File: src/rtl/pattern_scan_sched.sv
// Two-requester round-robin scheduler that serialises each granted word MSB first
// into a shared external 1101 detector and reports the per-word hit count.
module pattern_scan_sched #(
    parameter int W    = 8,
    parameter int CNTW = 4
) (
    input  logic            clk,
    input  logic            reset_n,
    input  logic [1:0]      req,
    input  logic [W-1:0]    data0,
    input  logic [W-1:0]    data1,
    output logic [1:0]      gnt,
    output logic            det_clr,
    output logic            det_din,
    input  logic            det_hit,
    output logic            busy,
    output logic            done,
    output logic            done_id,
    output logic [CNTW-1:0] hit_cnt
);
    // state | meaning
    // IDLE  | waiting for a request; the gnt pulse is visible in this state
    // CLR   | detector held in clear, hit counter zeroed, bit index loaded
    // SHIFT | one word bit per cycle to the detector, MSB first (W cycles)
    // DRAIN | detector answer for the last bit is sampled
    // DONE  | result published; a waiting request may already be granted here
    typedef enum logic [2:0] {
        IDLE,
        CLR,
        SHIFT,
        DRAIN,
        DONE
    } state_t;

    localparam int              IW       = (W > 1) ? $clog2(W) : 1;
    localparam logic [IW-1:0]   IDX_LAST = IW'(W - 1);
    localparam logic [IW-1:0]   IDX_ONE  = IW'(1);
    localparam logic [CNTW-1:0] CNT_MAX  = '1;
    localparam logic [CNTW-1:0] CNT_ONE  = CNTW'(1);

    state_t          state;
    state_t          state_nxt;
    logic            ptr;
    logic            scan_id;
    logic            grant_ok;
    logic            grant_win;
    logic            pick;
    logic            cnt_en;
    logic [W-1:0]    sreg;
    logic [IW-1:0]   idx;
    logic [CNTW-1:0] cnt;
    logic [CNTW-1:0] cnt_nxt;

    always_comb begin
        state_nxt = state;
        grant_ok  = 1'b0;
        cnt_en    = 1'b0;
        pick      = ptr;
        case (state)
            IDLE: begin
                grant_ok = (gnt == 2'b00);
                if (gnt != 2'b00) state_nxt = CLR;
            end
            CLR:   state_nxt = SHIFT;
            SHIFT: begin
                // the first SHIFT cycle still sees the cleared detector
                cnt_en = (idx != IDX_LAST);
                if (idx == '0) state_nxt = DRAIN;
            end
            DRAIN: begin
                cnt_en    = 1'b1;
                state_nxt = DONE;
            end
            DONE: begin
                grant_ok  = 1'b1;
                state_nxt = IDLE;
            end
            default: state_nxt = IDLE;
        endcase
        if (req != 2'b11) pick = req[1];
        grant_win = grant_ok && (req != 2'b00);
        cnt_nxt   = cnt;
        if (cnt_en && det_hit && (cnt != CNT_MAX)) cnt_nxt = cnt + CNT_ONE;
    end

    always_ff @(posedge clk or negedge reset_n) begin
        if (!reset_n) begin
            state   <= IDLE;
            gnt     <= 2'b00;
            ptr     <= 1'b0;
            scan_id <= 1'b0;
            sreg    <= '0;
            idx     <= '0;
            cnt     <= '0;
            det_clr <= 1'b1;
            det_din <= 1'b0;
            busy    <= 1'b0;
            done    <= 1'b0;
            done_id <= 1'b0;
            hit_cnt <= '0;
        end else begin
            state   <= state_nxt;
            gnt     <= grant_win ? (pick ? 2'b10 : 2'b01) : 2'b00;
            det_clr <= (state_nxt == CLR);
            busy    <= (state_nxt != IDLE);
            done    <= (state_nxt == DONE);
            det_din <= 1'b0;
            if (grant_win) begin
                scan_id <= pick;
                ptr     <= ~pick;
            end
            if (state_nxt == SHIFT) begin
                det_din <= sreg[W-1];
                sreg    <= {sreg[W-2:0], 1'b0};
            end else if (grant_win) begin
                sreg <= pick ? data1 : data0;
            end
            if (state == CLR) begin
                idx <= IDX_LAST;
                cnt <= '0;
            end else begin
                if (state == SHIFT) idx <= idx - IDX_ONE;
                cnt <= cnt_nxt;
            end
            if (state_nxt == DONE) begin
                hit_cnt <= cnt_nxt;
                done_id <= scan_id;
            end
        end
    end

endmodule

File: config.mk
export PLATFORM = sky130hd
export DESIGN_NAME = pattern_scan_sched
export DESIGN_NICKNAME = d
export VERILOG_FILES = /design/src/rtl/pattern_scan_sched.sv
export SDC_FILE = /design/constraint.sdc
export NUM_CORES = 1
export LEC_CHECK = 0
export ABC_AREA = 1
export CORE_MARGIN = 3
export CORE_UTILIZATION = 52
export DETAILED_ROUTE_END_ITERATION = 10
export PLACE_DENSITY = 0.87
export SYNTH_ARGS = -nofsm -noshare
export SYNTH_HDL_FRONTEND = slang
export SYNTH_SLANG_ARGS = --single-unit
File: constraint.sdc
create_clock -name clk -period 4.2 [get_ports clk]
set_clock_uncertainty 0.1 [all_clocks]
set_input_delay 0.84 -clock clk [delete_from_list [all_inputs] [get_ports clk]]
set_output_delay 0.84 -clock clk [all_outputs]
set_load 0.05 [all_outputs]
== Word level (Yosys, flattened, before mapping) ==
Index checks and enable logic that the tools add are counted.

* Input bits: 21
* Memory bits (writable): 0
* Latch bits: 0
* Memories: 0
* Register bits after elaboration: 31
* ROM bits: 0
* Output and inout bits: 11

* Shift-type cells: 0
* Magnitude comparators: 0
* Equality and inequality tests: 10
* Reduce and logical (&&, ||, !) cells: 11
* $add $sub $neg: 2
* Bitwise logic cells: 1
* Multiplexer cells: 16
* Div/mod/pow operators: 0
* Multiply operators: 0

{| class="wikitable"
|+ Operators with widths
! cell !! count
|-
| 8-bit two-way mux || 3
|-
| 3-bit two-way mux || 4
|-
| 3-bit one-hot mux with 4 select lines || 1
|-
| 3-bit by 2-bit == test with 1-bit output, second input constant || 3
|-
| 4-bit two-way mux || 2
|-
| 2-bit nonzero test || 4
|-
| 3-bit by 1-bit == test with 1-bit output, second input constant || 2
|-
| 3-bit == test, second input constant || 2
|-
| 3-bit zero test || 2
|-
| 4-bit by 1-bit adder with 4-bit output, second input constant || 1
|-
| 2-bit two-way mux || 2
|-
| 4-bit != test, second input constant || 1
|-
| 1-bit one-hot mux with 2 select lines || 2
|-
| 1-bit logical AND || 3
|-
| 3-bit != test, second input constant || 1
|-
| 3-bit nonzero test || 1
|-
| 3-bit by 1-bit subtractor with 3-bit output, second input constant || 1
|-
| 2-bit zero test || 1
|-
| 1-bit two-way mux || 2
|-
| 2-bit != test, second input constant || 1
|-
| 1-bit inverter || 1
|}

== Logic depth before layout (Yosys ltp) ==
Gate-level depths: netlist (run 1).

* Word-level depth: 6
* Depth in mapped cells: 8
* Depth with buffers taken out: 8

== Least setup slack after synthesis (run 1) ==
Ideal clock, no wire load.

* Kind: input to register
* From: input port req[0]
* To: register sreg[1]
* Setup time: 125 ps
* Setup slack: 2498 ps
* Stages on the path: 7
* Arrival time: 1478 ps
* Path buffers: 0
* Required time: 3975 ps
* Path through: inv_1 -> o21ai_2 -> inv_2 -> nand2_1 -> nand2_1 -> nand2_1 -> nand3_1

* Word-level cells in the longest chain between the ends: 5

{| class="wikitable"
|+ RTL lines
! what !! RTL line !! text
|-
| start: declaration || 9 || <nowiki>input logic [1:0] req,</nowiki>
|-
| 2-bit != test || 80 || <nowiki>if (req != 2'b11) pick = req[1];</nowiki>
|-
| 1-bit two-way mux || 80 ||
|-
| 8-bit two-way mux || 116 || <nowiki>sreg <= pick ? data1 : data0;</nowiki>
|-
| 8-bit two-way mux || 115 || <nowiki>end else if (grant_win) begin</nowiki>
|-
| 8-bit two-way mux || 112 || <nowiki>if (state_nxt == SHIFT) begin</nowiki>
|-
| end signal: assignment || 114 || <nowiki>sreg <= {sreg[W-2:0], 1'b0};</nowiki>
|-
| end signal: assignment || 116 ||
|-
| end: declaration || 49 || <nowiki>logic [W-1:0] sreg;</nowiki>
|}

Several ways; a longest one is shown, not always the timed one. The select of a mux whose other input is x is not followed.
A chain may end at the register's enable or synchronous reset.

== Worst setup path in the final report (run 1) ==
* From: register det_clr
* To: output port det_clr

{| class="wikitable"
|+ RTL lines
! what !! RTL line !! text
|-
| start: declaration || 13 || <nowiki>output logic det_clr,</nowiki>
|-
| start signal: assignment || 104 || <nowiki>det_clr <= (state_nxt == CLR);</nowiki>
|}

No word-level cell between the ends.

==> results of run 1 <==
==> layout by cell type (no fill, tap or decap) <==
cell type / instances
o21ai_0: 4
nand4_2: 1
o21ai_1: 1
nand3_2: 2
buf_4: 1
inv_1: 17
o21ai_2: 2
dfstp_2: 1
nand2_2: 1
nand2_1: 67
or2_1: 1
xor2_1: 1
nor2_4: 1
a21oi_1: 3
ha_1: 4
nor2_1: 6
clkinvlp_4: 1
nor2_2: 3
clkbuf_8: 2
clkbuf_4: 5
clkdlybuf4s50_1: 31
nand4_1: 8
nand3_1: 25
inv_2: 4
dfrtp_1: 30
o21bai_1: 1
==> registers in the layout (all words and copies together), names as in the netlist, 2 cells and up <==
register	flops
cnt	4
sreg	8
state	3
idx	3
hit_cnt	4
gnt	2
==> cell families (layout without fill, tap and decap cells) <==
group,count (synthesis),after routing,share of synthesized area
adder cells (fa/ha/maj),4,4,0.0329
AO/OA/AOI/OAI,11,11,0.0428
flip-flops,31,31,0.511
buffers and inverters,23,61,0.0625
XOR/XNOR,1,1,0.00576
AND/OR/NAND/NOR,115,115,0.345
==> metrics by stage <==
| stage | hold WS (ns) | setup WS, ns | total power [uW] |
|---|---|---|---|
| 5_1_grt | 0.432 | 1.57 | 1600 |
| 2_1_floorplan | 0.369 | 2.50 | 1080 |
| 3_5_place_dp | 0.372 | 1.77 | 1280 |
| 6_report | 0.389 | 1.61 | 1480 |
| 4_1_cts | 0.395 | 1.59 | 1490 |
| 3_3_place_gp | 0.365 | 1.82 | 1250 |
==> report_power, final <==
| part | leakage [uW] | switching [uW] | internal (uW) | total [uW] |
|---|---|---|---|---|
| sequential | 0.000391 | 88.0 | 437 | 525 |
| combinational | 0.000579 | 501 | 253 | 754 |
| clock | 0.0000375 | 104 | 97.7 | 202 |
==> metal layers <==
metal | up-vias | GRT usage
li1 | 673 | -
met1 | 587 | 0.264
met2 | 55 | 0.304
met3 | 7 | 0.0454
met4 | 0 | 0.0854
met5 | - | 0
==> area by class of cell <==
class | instances | area share
inverters | 21 | 0.0408
multi-input cells | 131 | 0.335
clock inverters | 1 | 0.00389
well taps | 30 | 0.0194
repair buffers | 32 | 0.165
clock buffers | 7 | 0.0337
flip-flops and latches | 31 | 0.402
==> worst max-delay path by stage <==
stage / to / slack [ns] / cells after the start / start
6_report: det_clr / 1.61 / 1 / det_clr
5_1_grt: det_clr / 1.57 / 1 / det_clr
4_1_cts: det_clr / 1.59 / 1 / det_clr
3_5_place_dp: sreg[1] / 1.77 / 6 / req[1]
3_3_place_gp: sreg[7] / 1.82 / 6 / req[1]
2_1_floorplan: sreg[1] / 2.50 / 7 / req[0]
==> reports/summary.txt, run 1 <==
Top layer in use - met4
Worst hold path startpoint - done_id
Crit path time final - 2.59 ns
First-pass GRT wire length - 5.18 mm
Setup Buffers After CTS - 0
Worst flop-to-flop path endpoint - sreg[4]
IO Count - 32
CTS Buf Count - 5
FP Rows - 18
Largest delay contributor family on the critical path - buffers and inverters
Setup-failing EPs final - 0
Endpoints failing hold - 0
Post-route ant nets - 0
Syn Nets - 210
Status - finished, final reports clean
Gr usage total - 0.197
Worst Hold Depth - 2
Worst-Margin Slew - 0.506 ns
Area growth from synthesis to layout - 27.1%
Synth top cells by count - nand2_1, dfrtp_1, nand3_1
Placed Area - 1860 sq um
Top-count cell post-synth - nand2_1
Setup crit end kind - primary output
RSZ-0062 raised after global routing - no
Worst R2R Start - idx[0]
Worst hold-check path type - flop to flop
Total length of routed met2 wires - 1.46 mm
DR WL/cell - 12.4 microns
YS warnings - 0
Layout cells sized above 1 - 0.108
Post-Route WL - 3.13 mm
Nets - 247
Hold-fix buffers at CTS - 0
Register Area - 777 sq um
Area of the multi-input gates - 648 sq um
Final worst path period share - 0.616
Leakage power - 0.00101 uW
Cell area after layout - 1930 sq um
Delay of the slowest critical-path stage - 0.79 ns
Initial antenna violation count - 0
Vias in the first global route - 1,196
Worst IR Drop VDD - 556 uV
H-tree depth - 2
Core area - 2640 sq um
Crit Path Max Fanout - 1
Synth Instances - 185
Clock-pin slew of the registers on the worst-case setup and hold paths - 0.09 ns
Slew Viols, Final - 0
Met1 wire length - 1.39 mm
Die width - 60.1 microns
Data arrival time of the critical path - 1.65 ns
Port buffer count - 31
Routed vias - 1,322
DP Cell Count - 245
Clock sinks - 31
Final core occ - 0.733
Top FF cell, synth - dfrtp_1
Via/cell ratio - 5.23
Setup TNS - 0 ns
CP max-delay cell - clkdlybuf4s50_1
Slew margin rel. - 0.662
Maxcap violations - 0
Syn Area/Cell - 8.22 sq um
Yosys reg bits - 31
Setup slack, reg-to-reg - 2.50 ns
Area share of the largest cell type after synthesis - 0.494
Required time worst endpoint - 3.26 ns
Sequential area share after synthesis - 0.511
Top cells by area, synth - dfrtp_1, nand2_1, nand3_1
Pin count of the biggest net entering global routing - 32
Filler cells - 200
Final GP Congestion - 0.835
Leading area contributor after synthesis - dfrtp_1
Synth async-reset ratio - 1.00
Final non-filler cell total - 253
Mapped cell area - 1520 sq um
Die Height - 60.1 microns
Initial Utilization - 0.577
Full die area - 3610 sq um
Worst Hold Path EP - done_id
Crit-path cells - clkdlybuf4s50_1
Dpl hpwl - 2.32 mm
# DRC - 0
Buf/Inv on CP - 1
Iteration-0 DRC Markers - 51
Max Freq - 0.386 GHz
Drt first pass iters - 4
Antenna Cells - 0
Total congestion overflow - 0
Clock root buffer - clkbuf_4
Distinct cells, synth - 23
Clk_lat worst skew - 0.33 ns
Reg2Reg Depth - 7
Setup crit start kind - flop
Bufs on Longest Clock Path - 2
CTS tree - built
Crit Path Category - flop to primary output
Pwr dens - 767 nW/um^2
Wire length on met3 - 218 microns
Number of flops mapped to enable cells by yosys - 0
Post-cts resize count - 0
Note: power is estimated with default switching activity, not from simulation.
==> run 2, diff against run 1 <==
--- a/config.mk
+++ b/config.mk
@@ -7,9 +7,9 @@
 export LEC_CHECK = 0
 export ABC_AREA = 1
 export CORE_MARGIN = 3
-export CORE_UTILIZATION = 52
+export CORE_UTILIZATION = 45
 export DETAILED_ROUTE_END_ITERATION = 10
-export PLACE_DENSITY = 0.87
+export PLACE_DENSITY = 0.81
 export SYNTH_ARGS = -nofsm -noshare
 export SYNTH_HDL_FRONTEND = slang
 export SYNTH_SLANG_ARGS = --single-unit
==> constraint.sdc (replaced) <==
create_clock -name clk -period 2.3 [get_ports clk]
set_clock_uncertainty 0.1 [all_clocks]
set_input_delay 0.46 -clock clk [delete_from_list [all_inputs] [get_ports clk]]
set_output_delay 0.46 -clock clk [all_outputs]
set_load 0.05 [all_outputs]
==> run 2 against run 1 <==
  * Via count increased by 0.68%
  * Design area is 0.52% higher
  * Power grew 77%
  * Final cell count increased by 6.3%
  * Non-clock buffer count grew 2
  * Utilization is 11 points lower
  * Global-route usage fell by 3.7 points
==> reports/summary.txt, run 2 (synthesized netlist as in run 1, its figures left out) <==
Status - finished, final reports clean (unchanged)
Total congestion overflow - 0 (unchanged)
Bufs on Longest Clock Path - 2 (unchanged)
Post-route ant nets - 0 (unchanged)
Clk_lat worst skew - 0.33 ns (about the same)
H-tree depth - 2 (unchanged)
First-pass GRT wire length - 5.13 mm (was 5.18 mm)
RSZ-0062 raised after global routing - no (unchanged)
Setup Buffers After CTS - 0 (unchanged)
CP max-delay cell - clkdlybuf4s50_1 (unchanged)
Post-Route WL - 2.96 mm (was 3.13 mm)
Slew Viols, Final - 0 (unchanged)
# DRC - 0 (unchanged)
Hold-fix buffers at CTS - 0 (unchanged)
Clock-pin slew of the registers on the worst-case setup and hold paths - 0.09 ns (about the same)
Endpoints failing hold - 0 (unchanged)
FP Rows - 20 (was 18)
Required time worst endpoint - 1.74 ns (was 3.26 ns)
Worst slack, placed - 0.376 ns (was 1.77 ns)
IO Count - 32 (unchanged)
Max Freq - 0.455 GHz
Leakage power - 0.00101 uW (about the same)
Maxcap violations - 0 (unchanged)
Area growth from synthesis to layout - 27.7% (was 27.1%)
Crit path time final - 2.20 ns
Worst IR Drop VDD - 508 uV (was 556 uV)
Delay of the slowest critical-path stage - 0.79 ns (about the same)
Port buffer count - 31 (unchanged)
Routed vias - 1,331 (was 1,322)
Final worst-path setup slack - 0.102 ns (was 1.61 ns)
Nets - 249 (was 247)
Slew margin rel. - 0.659 (was 0.662)
Worst hold-check path type - flop to flop (unchanged)
Setup TNS - 0 ns (unchanged)
Die Height - 64.1 microns (was 60.1 microns)
Pin count of the biggest net entering global routing - 32 (unchanged)
Gr usage total - 0.160 (was 0.197)
Final worst path period share - 0.956
Vias in the first global route - 1,206 (was 1,196)
Setup-failing EPs final - 0 (unchanged)
Antenna Cells - 0 (unchanged)
Clock sinks - 31 (unchanged)
Commonest non-fill, non-tap cell in the layout - nand2_1 (unchanged)
Most frequent cells in the layout - nand2_1, clkdlybuf4s50_1, dfrtp_1 (unchanged)
Via/cell ratio - 4.95 (was 5.23)
Data arrival time of the critical path - 1.64 ns (was 1.65 ns)
Largest delay contributor family on the critical path - buffers and inverters (unchanged)
Post-cts resize count - 0 (unchanged)
Setup crit start kind - flop (unchanged)
Crit Path Max Fanout - 1 (unchanged)
Worst-Margin Slew - 0.509 ns (was 0.506 ns)
Dpl hpwl - 2.27 mm (was 2.32 mm)
DR WL/cell - 11.0 microns (was 12.4 microns)
Crit Path Category - flop to primary output (unchanged)
Initial Utilization - 0.486 (was 0.577)
Pwr dens - 1350 nW/um^2 (was 767 nW/um^2)
Clock root buffer - clkbuf_4 (unchanged)
Core area - 3130 sq um (was 2640 sq um)
Layout cells sized above 1 - 0.107 (was 0.108)
CTS tree - built (unchanged)
Crit-path cells - clkdlybuf4s50_1 (unchanged)
Setup crit end kind - primary output (unchanged)
Full die area - 4110 sq um (was 3610 sq um)
Final GP Congestion - 0.863 (was 0.835)
Most flops, register - sreg (unchanged)
Die width - 64.1 microns (was 60.1 microns)
Top flop regs - sreg (8), cnt (4), hit_cnt (4) (unchanged)
CTS Buf Count - 5 (unchanged)
Buf/Inv on CP - 1 (unchanged)
Initial antenna violation count - 0 (unchanged)
Drt first pass iters - 4 (unchanged)
Iteration-0 DRC Markers - 60 (was 51)
Max reg flops - 8 (unchanged)
-- run 2: worst paths after layout --
check / cells past startpoint / startpoint / slack [ns] / to
setup reg to reg: 7 / idx[1] / 0.66 / sreg[3]
max in group asynchronous: 2 / reset_n / 1.38 / det_clr
setup / recovery: 1 / det_clr / 0.10 / det_clr
hold reg to reg: 2 / hit_cnt[2] / 0.38 / hit_cnt[2]
min in group asynchronous: 2 / reset_n / 0.41 / cnt[3]
hold / removal: 2 / hit_cnt[2] / 0.38 / hit_cnt[2]
-- run 2: per-stage QoR --
stage | utilization | hold slack, ns | cells | total power (uW) | cell area [sq um]
2_1_floorplan | - | 0.0644 | 185 | 1970 | 1520
3_5_place_dp | 0.605 | 0.364 | 261 | 2340 | 1890
6_report | 0.621 | 0.382 | 269 | 2620 | 1940
4_1_cts | 0.621 | 0.389 | 269 | 2640 | 1940
3_3_place_gp | 0.605 | 0.364 | 261 | 2310 | 1890
5_1_grt | 0.621 | 0.416 | 269 | 2850 | 1940
-- run 2: worst min-delay path, stage by stage, from the launching register on --
cell	delay, ns
dfrtp_1	0.35
nand2_1	0.05
nand2_1	0.05
-- run 2: power breakdown --
part	switching, uW	internal (uW)	total (uW)
sequential	153	798	951
clock	176	119	295
combinational	894	477	1370
total	1220	1390	2620
-- run 2: layout make-up --
type                       count  area [sq um]
clock inverter                 1          5.00
inverter                      21          78.8
clock buffer                   7          45.0
timing repair buffer          34           333
tap                           44          55.1
fill                         281          1190
multi-input combinational    131           648
sequential                    31           777
-- run 2: routing by layer --
layer / wire length [microns] / share of wire / track usage / vias to the layer above
met2: 1400 / 0.47 / 0.258 / 40
met4: 43 / 0.015 / 0.0554 / 0
met5: 0 / 0 / 0 / -
met3: 207 / 0.070 / 0.0615 / 6
met1: 1310 / 0.44 / 0.194 / 607
li1: - / - / - / 678
